File: config.mk
export PLATFORM = sky130hd
export DESIGN_NAME = fifo_to_mem
export DESIGN_NICKNAME = d
export VERILOG_FILES = /design/src/rtl/fifo_to_mem_pkg.sv /design/src/rtl/fifo_to_mem_rr_arbiter4.sv /design/src/rtl/fifo_to_mem.sv
export SDC_FILE = /design/constraint.sdc
export NUM_CORES = 1
export LEC_CHECK = 0
export CAP_MARGIN = 15
export CORE_AREA = 5 5 318 320
export DETAILED_ROUTE_END_ITERATION = 12
export DIE_AREA = 0 0 323 325
export GPL_ROUTABILITY_DRIVEN = 1
export SLEW_MARGIN = 20
export SYNTH_ARGS = -nofsm -noshare
export SYNTH_HDL_FRONTEND = slang
export SYNTH_SLANG_ARGS = --single-unit
File: constraint.sdc
create_clock -name clk -period 5.1 [get_ports clk]
set_input_delay 0.765 -clock clk [delete_from_list [all_inputs] [get_ports clk]]
set_output_delay 0.765 -clock clk [all_outputs]
set_load 0.02 [all_outputs]
File: src/rtl/fifo_to_mem_pkg.sv
// Shared constants and types for the QDR write path (fifo_to_mem) and its arbiter.
package fifo_to_mem_pkg;
  localparam int NUM_QUEUES         = 4;
  localparam int QID_W              = 2;
  localparam int DEF_MEM_DATA_WIDTH = 36;
  // One QDR beat carries a low and a high half: 2 * MEM_DATA_WIDTH bits.
  localparam int BEAT_W             = 2 * DEF_MEM_DATA_WIDTH;

  typedef enum logic {
    S_B0 = 1'b0,  // idle / may grant, issues beat 0 on the next cycle
    S_B1 = 1'b1   // beat 1 of the burst goes out on the next cycle
  } state_e;
endpackage

File: src/rtl/fifo_to_mem_rr_arbiter4.sv
// Combinational 4-way round-robin arbiter: lowest-offset eligible queue
// after last_grant wins. Shared with the replay read engine.
module rr_arbiter4
  import fifo_to_mem_pkg::*;
(
  input  logic [NUM_QUEUES-1:0] elig,
  input  logic [QID_W-1:0]      last_grant,
  output logic                  grant_vld,
  output logic [QID_W-1:0]      grant_qid
);

  // Scan offsets 4..1 so the smallest offset (highest priority) is written last.
  always_comb begin
    grant_vld = 1'b0;
    grant_qid = last_grant;
    for (int i = NUM_QUEUES; i >= 1; i--) begin
      if (elig[last_grant + QID_W'(i)]) begin
        grant_vld = 1'b1;
        grant_qid = last_grant + QID_W'(i);
      end
    end
  end

endmodule

File: src/rtl/fifo_to_mem.sv
// Drains four FWFT ingress FIFOs into per-queue QDR regions as two-beat bursts
// and advances each queue's tail pointer. Optional per-queue word counters are
// built when FIFO_TO_MEM_WORD_CNT_EN is defined.
module fifo_to_mem
  import fifo_to_mem_pkg::*;
#(
  parameter int MEM_ADDR_WIDTH  = 19,
  parameter int MEM_DATA_WIDTH  = 36,
  parameter int MEM_BW_WIDTH    = 4,
  parameter int FIFO_DATA_WIDTH = 144
) (
  input  logic                        clk,
  input  logic                        rst,
  input  logic                        cal_done,
  output logic                        mem_w_n,
  input  logic                        mem_wr_full,
  output logic [MEM_ADDR_WIDTH-1:0]   mem_ad_wr,
  output logic [MEM_DATA_WIDTH-1:0]   mem_dwl,
  output logic [MEM_DATA_WIDTH-1:0]   mem_dwh,
  output logic [MEM_BW_WIDTH-1:0]     mem_bwl_n,
  output logic [MEM_BW_WIDTH-1:0]     mem_bwh_n,
  input  logic [FIFO_DATA_WIDTH-1:0]  q0_fifo_dout,
  input  logic [FIFO_DATA_WIDTH-1:0]  q1_fifo_dout,
  input  logic [FIFO_DATA_WIDTH-1:0]  q2_fifo_dout,
  input  logic [FIFO_DATA_WIDTH-1:0]  q3_fifo_dout,
  input  logic                        q0_fifo_empty,
  input  logic                        q1_fifo_empty,
  input  logic                        q2_fifo_empty,
  input  logic                        q3_fifo_empty,
  output logic                        q0_fifo_rd_en,
  output logic                        q1_fifo_rd_en,
  output logic                        q2_fifo_rd_en,
  output logic                        q3_fifo_rd_en,
  output logic [MEM_ADDR_WIDTH-3:0]   q0_addr_tail,
  output logic [MEM_ADDR_WIDTH-3:0]   q1_addr_tail,
  output logic [MEM_ADDR_WIDTH-3:0]   q2_addr_tail,
  output logic [MEM_ADDR_WIDTH-3:0]   q3_addr_tail,
`ifdef FIFO_TO_MEM_WORD_CNT_EN
  output logic [31:0]                 q0_word_cnt,
  output logic [31:0]                 q1_word_cnt,
  output logic [31:0]                 q2_word_cnt,
  output logic [31:0]                 q3_word_cnt,
`endif
  input  logic [MEM_ADDR_WIDTH-3:0]   q0_addr_head,
  input  logic [MEM_ADDR_WIDTH-3:0]   q1_addr_head,
  input  logic [MEM_ADDR_WIDTH-3:0]   q2_addr_head,
  input  logic [MEM_ADDR_WIDTH-3:0]   q3_addr_head
);

  localparam int TAIL_W = MEM_ADDR_WIDTH - QID_W;
  localparam int HALF_W = 2 * MEM_DATA_WIDTH;

  logic [NUM_QUEUES-1:0][FIFO_DATA_WIDTH-1:0] dout;
  logic [NUM_QUEUES-1:0][TAIL_W-1:0]          head, tail_q, tail_d;
  logic [NUM_QUEUES-1:0]                      empty, elig, rd_en;

  state_e                    state_q, state_d;
  logic [QID_W-1:0]          last_grant_q, last_grant_d;
  logic [HALF_W-1:0]         hold_q, hold_d;   // beat-1 half of the popped word
  logic [HALF_W-1:0]         dw_q, dw_d;       // {dwh, dwl} of the current beat
  logic [MEM_ADDR_WIDTH-1:0] ad_q, ad_d;
  logic                      w_n_q, w_n_d;
  logic                      bw_n_q, bw_n_d;
  logic                      grant_vld, go;
  logic [QID_W-1:0]          grant_qid;

  assign dout  = {q3_fifo_dout, q2_fifo_dout, q1_fifo_dout, q0_fifo_dout};
  assign empty = {q3_fifo_empty, q2_fifo_empty, q1_fifo_empty, q0_fifo_empty};
  assign head  = {q3_addr_head, q2_addr_head, q1_addr_head, q0_addr_head};

  // A queue is eligible when it has data and its region keeps one slot free.
  always_comb begin
    elig = '0;
    for (int i = 0; i < NUM_QUEUES; i++)
      elig[i] = !empty[i] && ((tail_q[i] + TAIL_W'(1)) != head[i]);
  end

  rr_arbiter4 u_arb (
    .elig       (elig),
    .last_grant (last_grant_q),
    .grant_vld  (grant_vld),
    .grant_qid  (grant_qid)
  );

  // Grants only start bursts from S_B0; reset suppresses the pop so no word is lost to it.
  assign go = (state_q == S_B0) && cal_done && !mem_wr_full && grant_vld && !rst;

  // Burst sequencing: grant -> beat 0 next cycle -> beat 1 the cycle after.
  always_comb begin
    state_d      = state_q;
    last_grant_d = last_grant_q;
    hold_d       = hold_q;
    dw_d         = dw_q;
    ad_d         = ad_q;
    w_n_d        = 1'b1;
    bw_n_d       = 1'b1;
    tail_d       = tail_q;
    rd_en        = '0;
    case (state_q)
      S_B0: begin
        if (go) begin
          rd_en[grant_qid]  = 1'b1;
          w_n_d             = 1'b0;
          bw_n_d            = 1'b0;
          ad_d              = {grant_qid, tail_q[grant_qid]};
          dw_d              = dout[grant_qid][HALF_W-1:0];
          hold_d            = dout[grant_qid][FIFO_DATA_WIDTH-1:HALF_W];
          tail_d[grant_qid] = tail_q[grant_qid] + TAIL_W'(1);
          last_grant_d      = grant_qid;
          state_d           = S_B1;
        end
      end
      S_B1: begin
        // Beat 1 is unconditional; the controller leaves one beat of slack after full.
        dw_d    = hold_q;
        bw_n_d  = 1'b0;
        state_d = S_B0;
      end
      default: state_d = S_B0;
    endcase
  end

  // Burst state, bus outputs and tail pointers.
  always_ff @(posedge clk) begin
    if (rst) begin
      state_q      <= S_B0;
      last_grant_q <= QID_W'(NUM_QUEUES - 1);
      hold_q       <= '0;
      dw_q         <= '0;
      ad_q         <= '0;
      w_n_q        <= 1'b1;
      bw_n_q       <= 1'b1;
      tail_q       <= '0;
    end else begin
      state_q      <= state_d;
      last_grant_q <= last_grant_d;
      hold_q       <= hold_d;
      dw_q         <= dw_d;
      ad_q         <= ad_d;
      w_n_q        <= w_n_d;
      bw_n_q       <= bw_n_d;
      tail_q       <= tail_d;
    end
  end

  assign mem_w_n       = w_n_q;
  assign mem_ad_wr     = ad_q;
  assign mem_dwl       = dw_q[MEM_DATA_WIDTH-1:0];
  assign mem_dwh       = dw_q[HALF_W-1:MEM_DATA_WIDTH];
  assign mem_bwl_n     = {MEM_BW_WIDTH{bw_n_q}};
  assign mem_bwh_n     = {MEM_BW_WIDTH{bw_n_q}};
  assign q0_fifo_rd_en = rd_en[0];
  assign q1_fifo_rd_en = rd_en[1];
  assign q2_fifo_rd_en = rd_en[2];
  assign q3_fifo_rd_en = rd_en[3];
  assign q0_addr_tail  = tail_q[0];
  assign q1_addr_tail  = tail_q[1];
  assign q2_addr_tail  = tail_q[2];
  assign q3_addr_tail  = tail_q[3];

`ifdef FIFO_TO_MEM_WORD_CNT_EN
  logic [NUM_QUEUES-1:0][31:0] cnt_q, cnt_d;

  // Per-queue count of granted words, wrapping at 2^32.
  always_comb begin
    cnt_d = cnt_q;
    if (go) cnt_d[grant_qid] = cnt_q[grant_qid] + 32'd1;
  end

  // Word counter registers.
  always_ff @(posedge clk) begin
    if (rst) cnt_q <= '0;
    else     cnt_q <= cnt_d;
  end

  assign q0_word_cnt = cnt_q[0];
  assign q1_word_cnt = cnt_q[1];
  assign q2_word_cnt = cnt_q[2];
  assign q3_word_cnt = cnt_q[3];
`endif

endmodule

==> out/results.txt <==
crit path DAT: 4.20 ns
CP Data Required Time: 4.34 ns
Synth Register Bits: 236
Hold Fails Final Rpt: 0
H-tree depth: 1
post-synthesis compound-gate area fraction: 21.0%
CP endpoint kind: output port
fin crit share: 97.4%
Final #Nets: 4081
synthesized net count: 3223
initial drt markers: 2250
# rows: 115
wire length per cell: 24.8 microns
Critical-path top delay cell: dfxtp_1
area grow syn2layout: 71.6%
number of buffers created by CTS: 30
sequential fraction of the synthesis area: 28.1%
critical path's largest stage delay: 0.55 ns
Post-Synth XOR/XNOR Area: 4.54%
vias: 23200
Slew HR: 31.8%
fin cells: 4775
max-slew violation count: 0
Post-Syn Instances: 2567
number of synthesized flops with an enable pin: 0
drt pass-1 iters: 7
Overflow after GRT: 0
GRT busiest layer: met2
Routed Antenna Nets: 0
grt met3 use: 6.76%
Mapped Area: 0.0168 sq mm
M2 GR Usage: 35.1%
first-pass GRT wire length: 162 mm
vias in the first global route: 21800
number of cells on the worst reg-to-reg path: 18
Synth Area in Adders: 0.298%
P_leak: 10.8 nW
Tightest Pin Transition: 1.02 ns
Yosys Warn Count: 0
r2r setup slk: 0.22 ns
RSZ-0062 raised after global routing: no
CP startpoint kind: flip-flop
Peak VDD IR: 0.000279 V
reg2reg start: q0_addr_tail[0]
Port Buffer Count: 823
fmax: 201 MHz
outcome: completed
Post-Route WL: 118 mm
Synth cell types: 86
Die W: 323 microns
final worst setup slack: 0.131 ns
main combinational cell family by area after synthesis: simple AND/OR/NAND/NOR gates
Max-Cap Viols: 0
clock root cell: clkbuf_16
Pwr Density: 222 mW/mm^2
Via density: 4.86
type of the worst min-delay path: reg -> reg
Synth Area in Simple Gates: 36.6%
Critical Path, Cell by Cell: nand4_1, or4_1, o21ai_0, nand4_1, nor4_4, a21oi_2, a32oi_1, and4_4, buf_4, nand3_1, inv_1, dlygate4sd2_1
Clock Skew: 0.0318 ns
min Tclk post-route: 4.97 ns
total global routing track utilization: 21.0%
Final Util: 29.5%
CTS tree: done
Residual DRC: 0
maximum number of pins on one net before global-route repair: 148
Top FF cell, synth: dfxtp_1
clock tree buffer depth: 3
WS Path Type: reg -> out
pre-CTS setup slack: -0.224 ns
gpl congestion: 0.945
Hold Path End: mem_ad_wr[18]
mean post-synth cell area: 6.54 sq um
most frequent cells in the layout: clkdlybuf4s50_1, nand2_1, nand3_1
commonest non-fill, non-tap cell in the layout: clkdlybuf4s50_1
Starting Density: 17.2%
total I/O pin count: 824
Placed Cells: 4675
die area: 0.105 sq mm
DP HPWL: 95.5 mm
post-synthesis mux area share: 3.02%
Die Height: 325 microns
Worst Hold Path Cells: 2
Reg clk slew, reported paths: 0.06 ns
CP dominant cell by count: nand4_1
met1 usage: 24.9%
final setup vio count: 0
clock sink count: 236
Async SR Flop Fraction: 0%
initial antenna violation count: 62
Hold Startpoint: mem_ad_wr[18]
layout cells sized above 1: 10.1%
latest clock arrival within the worst-skew pair: 0.62 ns
r2r endpoint: q3_addr_tail[14]
Core ar.: 0.0978 sq mm
crit path max fanout: 8
-- through the flow --
stage	power, W	TNS (ns)	hold slack [ns]	instance area, sq um
2_1_floorplan	0.00297	0	0.444	16800
3_3_place_gp	0.00415	-3.88	0.452	27600
3_5_place_dp	0.00416	-4.60	0.452	27600
4_1_cts	0.00646	0	0.465	28700
5_1_grt	0.00668	0	0.489	28800
6_report	0.00639	0	0.462	28800
-- sequential cells by signal, indices dropped and copies added, names as in the netlist --
| register | flops |
|---|---|
| q2_addr_tail | 17 |
| mem_w_n | 1 |
| last_grant_q | 2 |
| dw_q | 72 |
| q1_addr_tail | 17 |
| hold_q | 72 |
| q3_addr_tail | 17 |
| state_q | 1 |
| q0_addr_tail | 17 |
| bw_n_q | 1 |
| mem_ad_wr | 19 |
-- power breakdown --
part / internal, W / switching, W / total (W)
Sequential: 0.00194 / 0.0000824 / 0.00202
Clock: 0.00132 / 0.000949 / 0.00226
Combinational: 0.000984 / 0.00112 / 0.00210
Total: 0.00424 / 0.00215 / 0.00639
-- cell families (layout without fill, tap and decap cells) --
group | after synthesis | count (layout)
and+or+nand+nor | 1376 | 1376
other | 0 | 39
muxes | 49 | 49
adders and majority gates | 4 | 4
AOI/OAI and AO/OA | 551 | 551
DFF | 236 | 236
buffers and inverters | 264 | 1146
xor gates and xnor gates | 87 | 87
-- worst max-delay path, delay by kind of cell (launching register included) --
kind	cells	cell delay, ns
AO/OA/AOI/OAI	3	0.59
buffers and inverters	3	0.63
flip-flops	1	0.55
AND/OR/NAND/NOR	6	1.80
-- synthesized netlist by cell type (9+ instances only) --
cell type    n  share of area, %
o211ai_1    16              0.72
dfxtp_1    236                28
nand4_1     33               1.2
buf_2       13              0.39
xor2_1      36               1.9
o21ai_0    203               6.0
nand2_1    712                16
nor4_1      26              0.97
nor3_1      26              0.77
mux2_2      13              0.87
a31oi_1     19              0.71
a211oi_1    23               1.0
or3_1        9              0.34
buf_1       13              0.29
o31ai_1     19              0.85
xnor2_1     51               2.7
a21oi_1    101               3.0
buf_4       11              0.49
clkbuf_1   194               4.3
nand3_1    430                13
nor2_1      81               1.8
mux2i_1     36               2.1
inv_1       23              0.51
a22oi_1     75               3.4
-- worst max path at each step --
stage                           from  slack [ns]                to
global placement     q3_addr_head[2]       -0.21  q3_addr_tail[15]
finish               q3_addr_tail[8]        0.13     q2_fifo_rd_en
floorplan            q3_addr_tail[0]         0.1     q2_fifo_rd_en
global route        q3_addr_tail[12]       0.004     q2_fifo_rd_en
CTS                  q3_addr_tail[0]        0.02     q2_fifo_rd_en
detailed placement   q3_addr_head[2]       -0.22  q3_addr_tail[11]
-- repair_timing --
action	4_1_cts	5_1_grt
gates cloned	0	0
buffers inserted	3	2
hold buffers	0	0
endpoints found under the hold margin	0	0
pin swaps	3	3
endpoints found under the setup margin	4	11
gates resized for setup	8	8
-- final cells by class --
cell class                 instances  area [sq um]
antenna                           39          97.6
clock buffer                      40           890
clock inverter                    16           140
fill                           10800         69000
inverter                          26           105
multi-input combinational       2067         11000
sequential                       236          4730
tap                             1287          1610
timing repair buffer            1064         10200
-- routing by layer --
metal  routed length, microns  share of wire, %
met4                     5190               4.4
met1                    45300                38
met5                      181              0.15
met3                    12100                10
met2                    55600                47
Note: power is estimated with default switching activity, not from simulation.
